===== src/rtl/id_ex_stage_if.sv =====
// ============================================================================
//  Module      : id_ex_stage_if
//  Description : ID -> EX bundle. The ID side drives the decoded instruction
//                and receives the stall. The EX side returns the registered
//                copy and the bubble/stall counters.
//  Revision    : 1.0  initial release
// ============================================================================
`default_nettype none

interface id_ex_stage_if #(
  parameter int XLEN  = 32,
  parameter int CNT_W = 16
);
  logic             flush_i;
  logic [2:0]       control_EX_i;
  logic [1:0]       control_MEM_i;
  logic [1:0]       control_WB_i;
  logic [XLEN-1:0]  rs1_data_i;
  logic [XLEN-1:0]  rs2_data_i;
  logic [XLEN-1:0]  imm_i;
  logic [9:0]       funct_i;
  logic [4:0]       rs1_addr_i;
  logic [4:0]       rs2_addr_i;
  logic [4:0]       rd_addr_i;

  logic             stall_o;
  logic [2:0]       control_EX_o;
  logic [1:0]       control_MEM_o;
  logic [1:0]       control_WB_o;
  logic [XLEN-1:0]  rs1_data_o;
  logic [XLEN-1:0]  rs2_data_o;
  logic [XLEN-1:0]  imm_o;
  logic [9:0]       funct_o;
  logic [4:0]       rs1_addr_o;
  logic [4:0]       rs2_addr_o;
  logic [4:0]       rd_addr_o;
  logic [CNT_W-1:0] bubble_cnt_o;
  logic [CNT_W-1:0] stall_cnt_o;

  modport master (
    output flush_i, control_EX_i, control_MEM_i, control_WB_i,
           rs1_data_i, rs2_data_i, imm_i, funct_i,
           rs1_addr_i, rs2_addr_i, rd_addr_i,
    input  stall_o, control_EX_o, control_MEM_o, control_WB_o,
           rs1_data_o, rs2_data_o, imm_o, funct_o,
           rs1_addr_o, rs2_addr_o, rd_addr_o, bubble_cnt_o, stall_cnt_o
  );

  modport slave (
    input  flush_i, control_EX_i, control_MEM_i, control_WB_i,
           rs1_data_i, rs2_data_i, imm_i, funct_i,
           rs1_addr_i, rs2_addr_i, rd_addr_i,
    output stall_o, control_EX_o, control_MEM_o, control_WB_o,
           rs1_data_o, rs2_data_o, imm_o, funct_o,
           rs1_addr_o, rs2_addr_o, rd_addr_o, bubble_cnt_o, stall_cnt_o
  );
endinterface

`default_nettype wire


===== src/rtl/id_ex_stage.sv =====
// ============================================================================
//  Module      : id_ex_stage
//  Description : ID/EX pipeline register with load-use hazard detection,
//                branch-flush bubbles and saturating bubble/stall counters.
//  Revision    : 1.0  initial release
// ============================================================================
`default_nettype none

module id_ex_stage #(
  parameter int XLEN  = 32,
  parameter int CNT_W = 16
) (
  input  wire logic    clock_i,
  input  wire logic    rst_n_i,
  id_ex_stage_if.slave bus
);

  localparam logic [CNT_W-1:0] CNT_ONE = CNT_W'(1);

  logic [2:0]       control_ex_q,  control_ex_d;
  logic [1:0]       control_mem_q, control_mem_d;
  logic [1:0]       control_wb_q,  control_wb_d;
  logic [XLEN-1:0]  rs1_data_q,    rs1_data_d;
  logic [XLEN-1:0]  rs2_data_q,    rs2_data_d;
  logic [XLEN-1:0]  imm_q,         imm_d;
  logic [9:0]       funct_q,       funct_d;
  logic [4:0]       rs1_addr_q,    rs1_addr_d;
  logic [4:0]       rs2_addr_q,    rs2_addr_d;
  logic [4:0]       rd_addr_q,     rd_addr_d;
  logic [CNT_W-1:0] bubble_cnt_q,  bubble_cnt_d;
  logic [CNT_W-1:0] stall_cnt_q,   stall_cnt_d;

  logic hazard;
  logic bubble;
  logic stall;

  // A load in EX whose destination feeds either ID source must wait one cycle.
  always_comb begin
    hazard = control_mem_q[1] && (rd_addr_q != 5'd0) &&
             ((rd_addr_q == bus.rs1_addr_i) || (rd_addr_q == bus.rs2_addr_i));
    // A flushed ID instruction is discarded, so there is nothing to hold.
    stall  = hazard && !bus.flush_i && rst_n_i;
    bubble = hazard || bus.flush_i;
  end

  always_comb begin
    control_ex_d  = bubble ? 3'b000 : bus.control_EX_i;
    control_mem_d = bubble ? 2'b00  : bus.control_MEM_i;
    control_wb_d  = bubble ? 2'b00  : bus.control_WB_i;
    rs1_data_d    = bus.rs1_data_i;
    rs2_data_d    = bus.rs2_data_i;
    imm_d         = bus.imm_i;
    funct_d       = bus.funct_i;
    rs1_addr_d    = bus.rs1_addr_i;
    rs2_addr_d    = bus.rs2_addr_i;
    rd_addr_d     = bus.rd_addr_i;

    bubble_cnt_d = bubble_cnt_q;
    if (bubble && (bubble_cnt_q != '1)) begin
      bubble_cnt_d = bubble_cnt_q + CNT_ONE;
    end
    stall_cnt_d = stall_cnt_q;
    if (stall && (stall_cnt_q != '1)) begin
      stall_cnt_d = stall_cnt_q + CNT_ONE;
    end
  end

  always_ff @(posedge clock_i) begin
    if (!rst_n_i) begin
      control_ex_q  <= '0;
      control_mem_q <= '0;
      control_wb_q  <= '0;
      rs1_data_q    <= '0;
      rs2_data_q    <= '0;
      imm_q         <= '0;
      funct_q       <= '0;
      rs1_addr_q    <= '0;
      rs2_addr_q    <= '0;
      rd_addr_q     <= '0;
      bubble_cnt_q  <= '0;
      stall_cnt_q   <= '0;
    end else begin
      control_ex_q  <= control_ex_d;
      control_mem_q <= control_mem_d;
      control_wb_q  <= control_wb_d;
      rs1_data_q    <= rs1_data_d;
      rs2_data_q    <= rs2_data_d;
      imm_q         <= imm_d;
      funct_q       <= funct_d;
      rs1_addr_q    <= rs1_addr_d;
      rs2_addr_q    <= rs2_addr_d;
      rd_addr_q     <= rd_addr_d;
      bubble_cnt_q  <= bubble_cnt_d;
      stall_cnt_q   <= stall_cnt_d;
    end
  end

  assign bus.stall_o       = stall;
  assign bus.control_EX_o  = control_ex_q;
  assign bus.control_MEM_o = control_mem_q;
  assign bus.control_WB_o  = control_wb_q;
  assign bus.rs1_data_o    = rs1_data_q;
  assign bus.rs2_data_o    = rs2_data_q;
  assign bus.imm_o         = imm_q;
  assign bus.funct_o       = funct_q;
  assign bus.rs1_addr_o    = rs1_addr_q;
  assign bus.rs2_addr_o    = rs2_addr_q;
  assign bus.rd_addr_o     = rd_addr_q;
  assign bus.bubble_cnt_o  = bubble_cnt_q;
  assign bus.stall_cnt_o   = stall_cnt_q;

endmodule

`default_nettype wire

===== src/flat_wrapper.sv =====
// flat-port wrapper written by rule: the top's interface ports become plain ports
module id_ex_stage_flat 
#(
  parameter int XLEN  = 32,
  parameter int CNT_W = 16
)
  (clock_i, rst_n_i, bus_flush_i, bus_control_EX_i, bus_control_MEM_i, bus_control_WB_i, bus_rs1_data_i, bus_rs2_data_i, bus_imm_i, bus_funct_i, bus_rs1_addr_i, bus_rs2_addr_i, bus_rd_addr_i, bus_stall_o, bus_control_EX_o, bus_control_MEM_o, bus_control_WB_o, bus_rs1_data_o, bus_rs2_data_o, bus_imm_o, bus_funct_o, bus_rs1_addr_o, bus_rs2_addr_o, bus_rd_addr_o, bus_bubble_cnt_o, bus_stall_cnt_o);
  id_ex_stage_if #(.XLEN(XLEN), .CNT_W(CNT_W)) bus_i ();
  input  wire logic clock_i;
  input  wire logic rst_n_i;
  input wire logic [$bits(bus_i.flush_i)-1:0] bus_flush_i;
  input wire logic [$bits(bus_i.control_EX_i)-1:0] bus_control_EX_i;
  input wire logic [$bits(bus_i.control_MEM_i)-1:0] bus_control_MEM_i;
  input wire logic [$bits(bus_i.control_WB_i)-1:0] bus_control_WB_i;
  input wire logic [$bits(bus_i.rs1_data_i)-1:0] bus_rs1_data_i;
  input wire logic [$bits(bus_i.rs2_data_i)-1:0] bus_rs2_data_i;
  input wire logic [$bits(bus_i.imm_i)-1:0] bus_imm_i;
  input wire logic [$bits(bus_i.funct_i)-1:0] bus_funct_i;
  input wire logic [$bits(bus_i.rs1_addr_i)-1:0] bus_rs1_addr_i;
  input wire logic [$bits(bus_i.rs2_addr_i)-1:0] bus_rs2_addr_i;
  input wire logic [$bits(bus_i.rd_addr_i)-1:0] bus_rd_addr_i;
  output wire logic [$bits(bus_i.stall_o)-1:0] bus_stall_o;
  output wire logic [$bits(bus_i.control_EX_o)-1:0] bus_control_EX_o;
  output wire logic [$bits(bus_i.control_MEM_o)-1:0] bus_control_MEM_o;
  output wire logic [$bits(bus_i.control_WB_o)-1:0] bus_control_WB_o;
  output wire logic [$bits(bus_i.rs1_data_o)-1:0] bus_rs1_data_o;
  output wire logic [$bits(bus_i.rs2_data_o)-1:0] bus_rs2_data_o;
  output wire logic [$bits(bus_i.imm_o)-1:0] bus_imm_o;
  output wire logic [$bits(bus_i.funct_o)-1:0] bus_funct_o;
  output wire logic [$bits(bus_i.rs1_addr_o)-1:0] bus_rs1_addr_o;
  output wire logic [$bits(bus_i.rs2_addr_o)-1:0] bus_rs2_addr_o;
  output wire logic [$bits(bus_i.rd_addr_o)-1:0] bus_rd_addr_o;
  output wire logic [$bits(bus_i.bubble_cnt_o)-1:0] bus_bubble_cnt_o;
  output wire logic [$bits(bus_i.stall_cnt_o)-1:0] bus_stall_cnt_o;
  assign bus_i.flush_i = bus_flush_i;
  assign bus_i.control_EX_i = bus_control_EX_i;
  assign bus_i.control_MEM_i = bus_control_MEM_i;
  assign bus_i.control_WB_i = bus_control_WB_i;
  assign bus_i.rs1_data_i = bus_rs1_data_i;
  assign bus_i.rs2_data_i = bus_rs2_data_i;
  assign bus_i.imm_i = bus_imm_i;
  assign bus_i.funct_i = bus_funct_i;
  assign bus_i.rs1_addr_i = bus_rs1_addr_i;
  assign bus_i.rs2_addr_i = bus_rs2_addr_i;
  assign bus_i.rd_addr_i = bus_rd_addr_i;
  assign bus_stall_o = bus_i.stall_o;
  assign bus_control_EX_o = bus_i.control_EX_o;
  assign bus_control_MEM_o = bus_i.control_MEM_o;
  assign bus_control_WB_o = bus_i.control_WB_o;
  assign bus_rs1_data_o = bus_i.rs1_data_o;
  assign bus_rs2_data_o = bus_i.rs2_data_o;
  assign bus_imm_o = bus_i.imm_o;
  assign bus_funct_o = bus_i.funct_o;
  assign bus_rs1_addr_o = bus_i.rs1_addr_o;
  assign bus_rs2_addr_o = bus_i.rs2_addr_o;
  assign bus_rd_addr_o = bus_i.rd_addr_o;
  assign bus_bubble_cnt_o = bus_i.bubble_cnt_o;
  assign bus_stall_cnt_o = bus_i.stall_cnt_o;
  id_ex_stage #(.XLEN(XLEN), .CNT_W(CNT_W)) u_core (.clock_i(clock_i), .rst_n_i(rst_n_i), .bus(bus_i));
endmodule

===== config.mk =====
export PLATFORM = sky130hd
export DESIGN_NAME = id_ex_stage_flat
export DESIGN_NICKNAME = d
export VERILOG_FILES = /design/src/rtl/id_ex_stage_if.sv /design/src/rtl/id_ex_stage.sv /design/src/flat_wrapper.sv
export SDC_FILE = /design/constraint.sdc
export NUM_CORES = 1
export LEC_CHECK = 0
export ABC_AREA = 1
export BUFFER_PORTS_ARGS = -buffer_cell sky130_fd_sc_hd__buf_4
export CAP_MARGIN = 10
export CORE_MARGIN = 3
export CORE_UTILIZATION = 48
export DETAILED_ROUTE_END_ITERATION = 12
export PLACE_DENSITY_LB_ADDON = 0.3
export SLEW_MARGIN = 20
export SYNTH_ARGS = -nofsm -noshare
export SYNTH_HDL_FRONTEND = slang
export SYNTH_SLANG_ARGS = --single-unit

===== constraint.sdc =====
create_clock -name clock_i -period 2.6 [get_ports clock_i]
set_clock_uncertainty 0.1 [all_clocks]
set_input_delay 0 -clock clock_i [delete_from_list [all_inputs] [get_ports clock_i]]
set_output_delay 0 -clock clock_i [all_outputs]
set_load 0.05 [all_outputs]

==> run summary <==
run status - complete, but fails checks
failing checks - design-rule violations
DIE WIDTH - 114 µm
Routed Antenna Nets - 0
Max VDD drop - 0.637 mV
filler cell count - 428
Overall Global Routing Usage - 39.7%
total number of yosys warnings - 0
row count - 38
Post-Syn Area - 5630 µm²
clk buf depth - 2
Nets - 1302
1st-iter DRT viols - 791
RSZ-0062 raised after global routing - no
worst path required time - 2.50 ns
H-tree Lvls - 4
HPWL Detailed - 12.2 mm
Post CTS Setup Buffer Count - 0
Port Buffers - 291
synth top area cells - dfxtp_1 57%, nand2_1 14%, inv_1 11%
vias in the first global route - 7366
area used by multi-input combinational logic - 1740 µm²
Synth area leader - dfxtp_1
hold_ws - 0.219 ns
Final min period - 2.45 ns
Clk Tree Root Cell - clkbuf_16
Setup crit end kind - output pin
Initial Util - 50.4%
average size of a mapped cell - 7.81 µm²
Hold Path Origin - bus_imm_i[2]
Final Slew Violations - 0
clock sink count - 160
First-pass DRT Iterations - 11
Top Ports - 292
commonest cells after routing, fill and taps aside - 294 x buf_4, 211 x nand2_1, 160 x dfxtp_1
clk_lat worst skew - 0.42 ns
core area - 11200 µm²
Die Area - 13100 µm²
endpoints failing hold - 0
Crit Path Max Fanout - 9
most common cell after layout, fill and taps aside - buf_4
CTS tree - yes
Via density - 5.16
drt drc - 2
Die Y - 114 µm
first-pass GRT wire length - 39.6 mm
fraction of layout instances using a drive strength above 1 - 28.9%
CP startpoint - u_core.bus.rd_addr_o[2]$_SDFF_PN0_
placed instance area - 7930 µm²
Congestion Overflow GR - 0
Synth top area share - 56.9%
CTS clk-pin slew, worst paths - 0.07 ns
Hold Buf Count CTS - 155
number of buffers created by CTS - 17
# resized after CTS - 0
critical path type - reg2out
Power Density - 631 nW/µm²
final setup fails - 0
register area share after synthesis - 56.9%
Leak - 5.50 nW
largest net degree at the start of global routing - 70
GP Congestion - 0.892
DRT Wirelength - 26.0 mm
wire length per cell - 19.7 µm
post-synthesis instance total - 721
reg2reg start - u_core.bus.stall_cnt_o[0]$_SDFFE_PN0P_
flops & latches, synth - 160
initial antenna violation count - 1
post-synth net total - 854
Reg area - 3200 µm²
worst-margin pin slew - 0.702 ns
CP arrival - 2.35 ns
maxcap violations - 0
Area Overhead vs Synth - 79.1%
Synth cell types - 28
fin area - 10100 µm²
maximum clock rate - 408 MHz
Hold Crit Class - in2reg
Setup TNS - 0 ns
Startpoint Class - register
via count - 6827
Tcrit/Tclk final - 94.2%
Max-slew headroom - 53.2%
final cells by class:
class / instances / area share (%)
antenna: 1 / 0.0248
clock buffer: 19 / 4.49
clock inverter: 13 / 1.50
inverter: 160 / 5.95
multi-input combinational: 381 / 17.3
sequential: 160 / 31.8
tap: 140 / 1.74
timing repair buffer: 449 / 37.3
logic make-up (layout without fill, tap and decap cells):
kind of cell               after synthesis  in the layout  share of synthesized area [%]
and+or+nand+nor                        333            333                           24.9
adders and majority gates                2              2                          0.444
other                                    0              1                              0
DFF                                    160            160                           56.9
AOI/OAI and AO/OA                       26             26                           2.49
xor gates and xnor gates                20             20                           3.11
buffers and inverters                  180            641                           12.2
per-stage QoR:
stage | util, % | total power [mW] | cells | setup slack, ns
3_5_place_dp | 71.0 | 3.54 | 1135 | 0.550
6_report | 90.3 | 6.37 | 1323 | 0.150
4_1_cts | 90.3 | 6.22 | 1322 | 0.411
2_1_floorplan | - | 3.17 | 721 | 0.445
3_3_place_gp | 71.0 | 3.52 | 1135 | 0.648
5_1_grt | 90.3 | 6.49 | 1323 | 0.0980
worst max-delay path: stages, from the launching register on:
cell	delay (ns)
dfxtp_1	0.45
inv_1	0.11
nand2_1	0.09
nand2_1	0.08
nor2_1	0.17
nand3_1	0.15
nand2_2	0.18
nand3_2	0.23
inv_2	0.23
buf_4	0.24
report_power, final:
part / total (mW) / internal, mW / switching [mW]
clock: 2.60 / 1.49 / 1.11
combinational: 1.15 / 0.461 / 0.692
sequential: 2.61 / 2.56 / 0.0531
synth_stat cells, drive strengths merged:
cell    number
clkbuf      15
nand3b       1
xor2        11
a21oi       23
ha           2
o21bai       1
buf          5
inv        160
o21ai        2
dfxtp      160
nor3         5
nand3       44
nor2        60
nand2      216
xnor2        9
nand4        7
state kept, by name, indices dropped and copies added (netlist names):
signal / cells
u_core.bus.bubble_cnt_o: 16
u_core.bus.control_EX_o: 3
u_core.bus.control_MEM_o: 2
u_core.bus.control_WB_o: 2
u_core.bus.funct_o: 10
u_core.bus.imm_o: 32
u_core.bus.rd_addr_o: 5
u_core.bus.rs1_addr_o: 5
u_core.bus.rs1_data_o: 32
u_core.bus.rs2_addr_o: 5
u_core.bus.rs2_data_o: 32
u_core.bus.stall_cnt_o: 16
layer usage:
| layer | part of all wire, % | vias to the layer above | global-route usage, % | wire length [µm] |
|---|---|---|---|---|
| met4 | 6.7 | 0 | 25.8 | 1740 |
| met5 | 0 | - | 0 | 0 |
| met1 | 32 | 3172 | 39.1 | 8430 |
| met2 | 52 | 530 | 73.1 | 13600 |
| met3 | 8.6 | 125 | 9.94 | 2230 |
| li1 | - | 3000 | - | - |
path summary, 6_finish.rpt:
check	end	slack [ns]	cells past startpoint
worst max-delay path	bus_stall_o	0.15	9
worst min-delay path	u_core.bus.imm_o[2]$_SDFF_PN0_	0.22	4
worst max register to register	u_core.bus.stall_cnt_o[0]$_SDFFE_PN0P_	0.24	7
worst min register to register	u_core.bus.bubble_cnt_o[8]$_SDFFE_PN0P_	0.41	2
(Power assumes the default switching activity.)
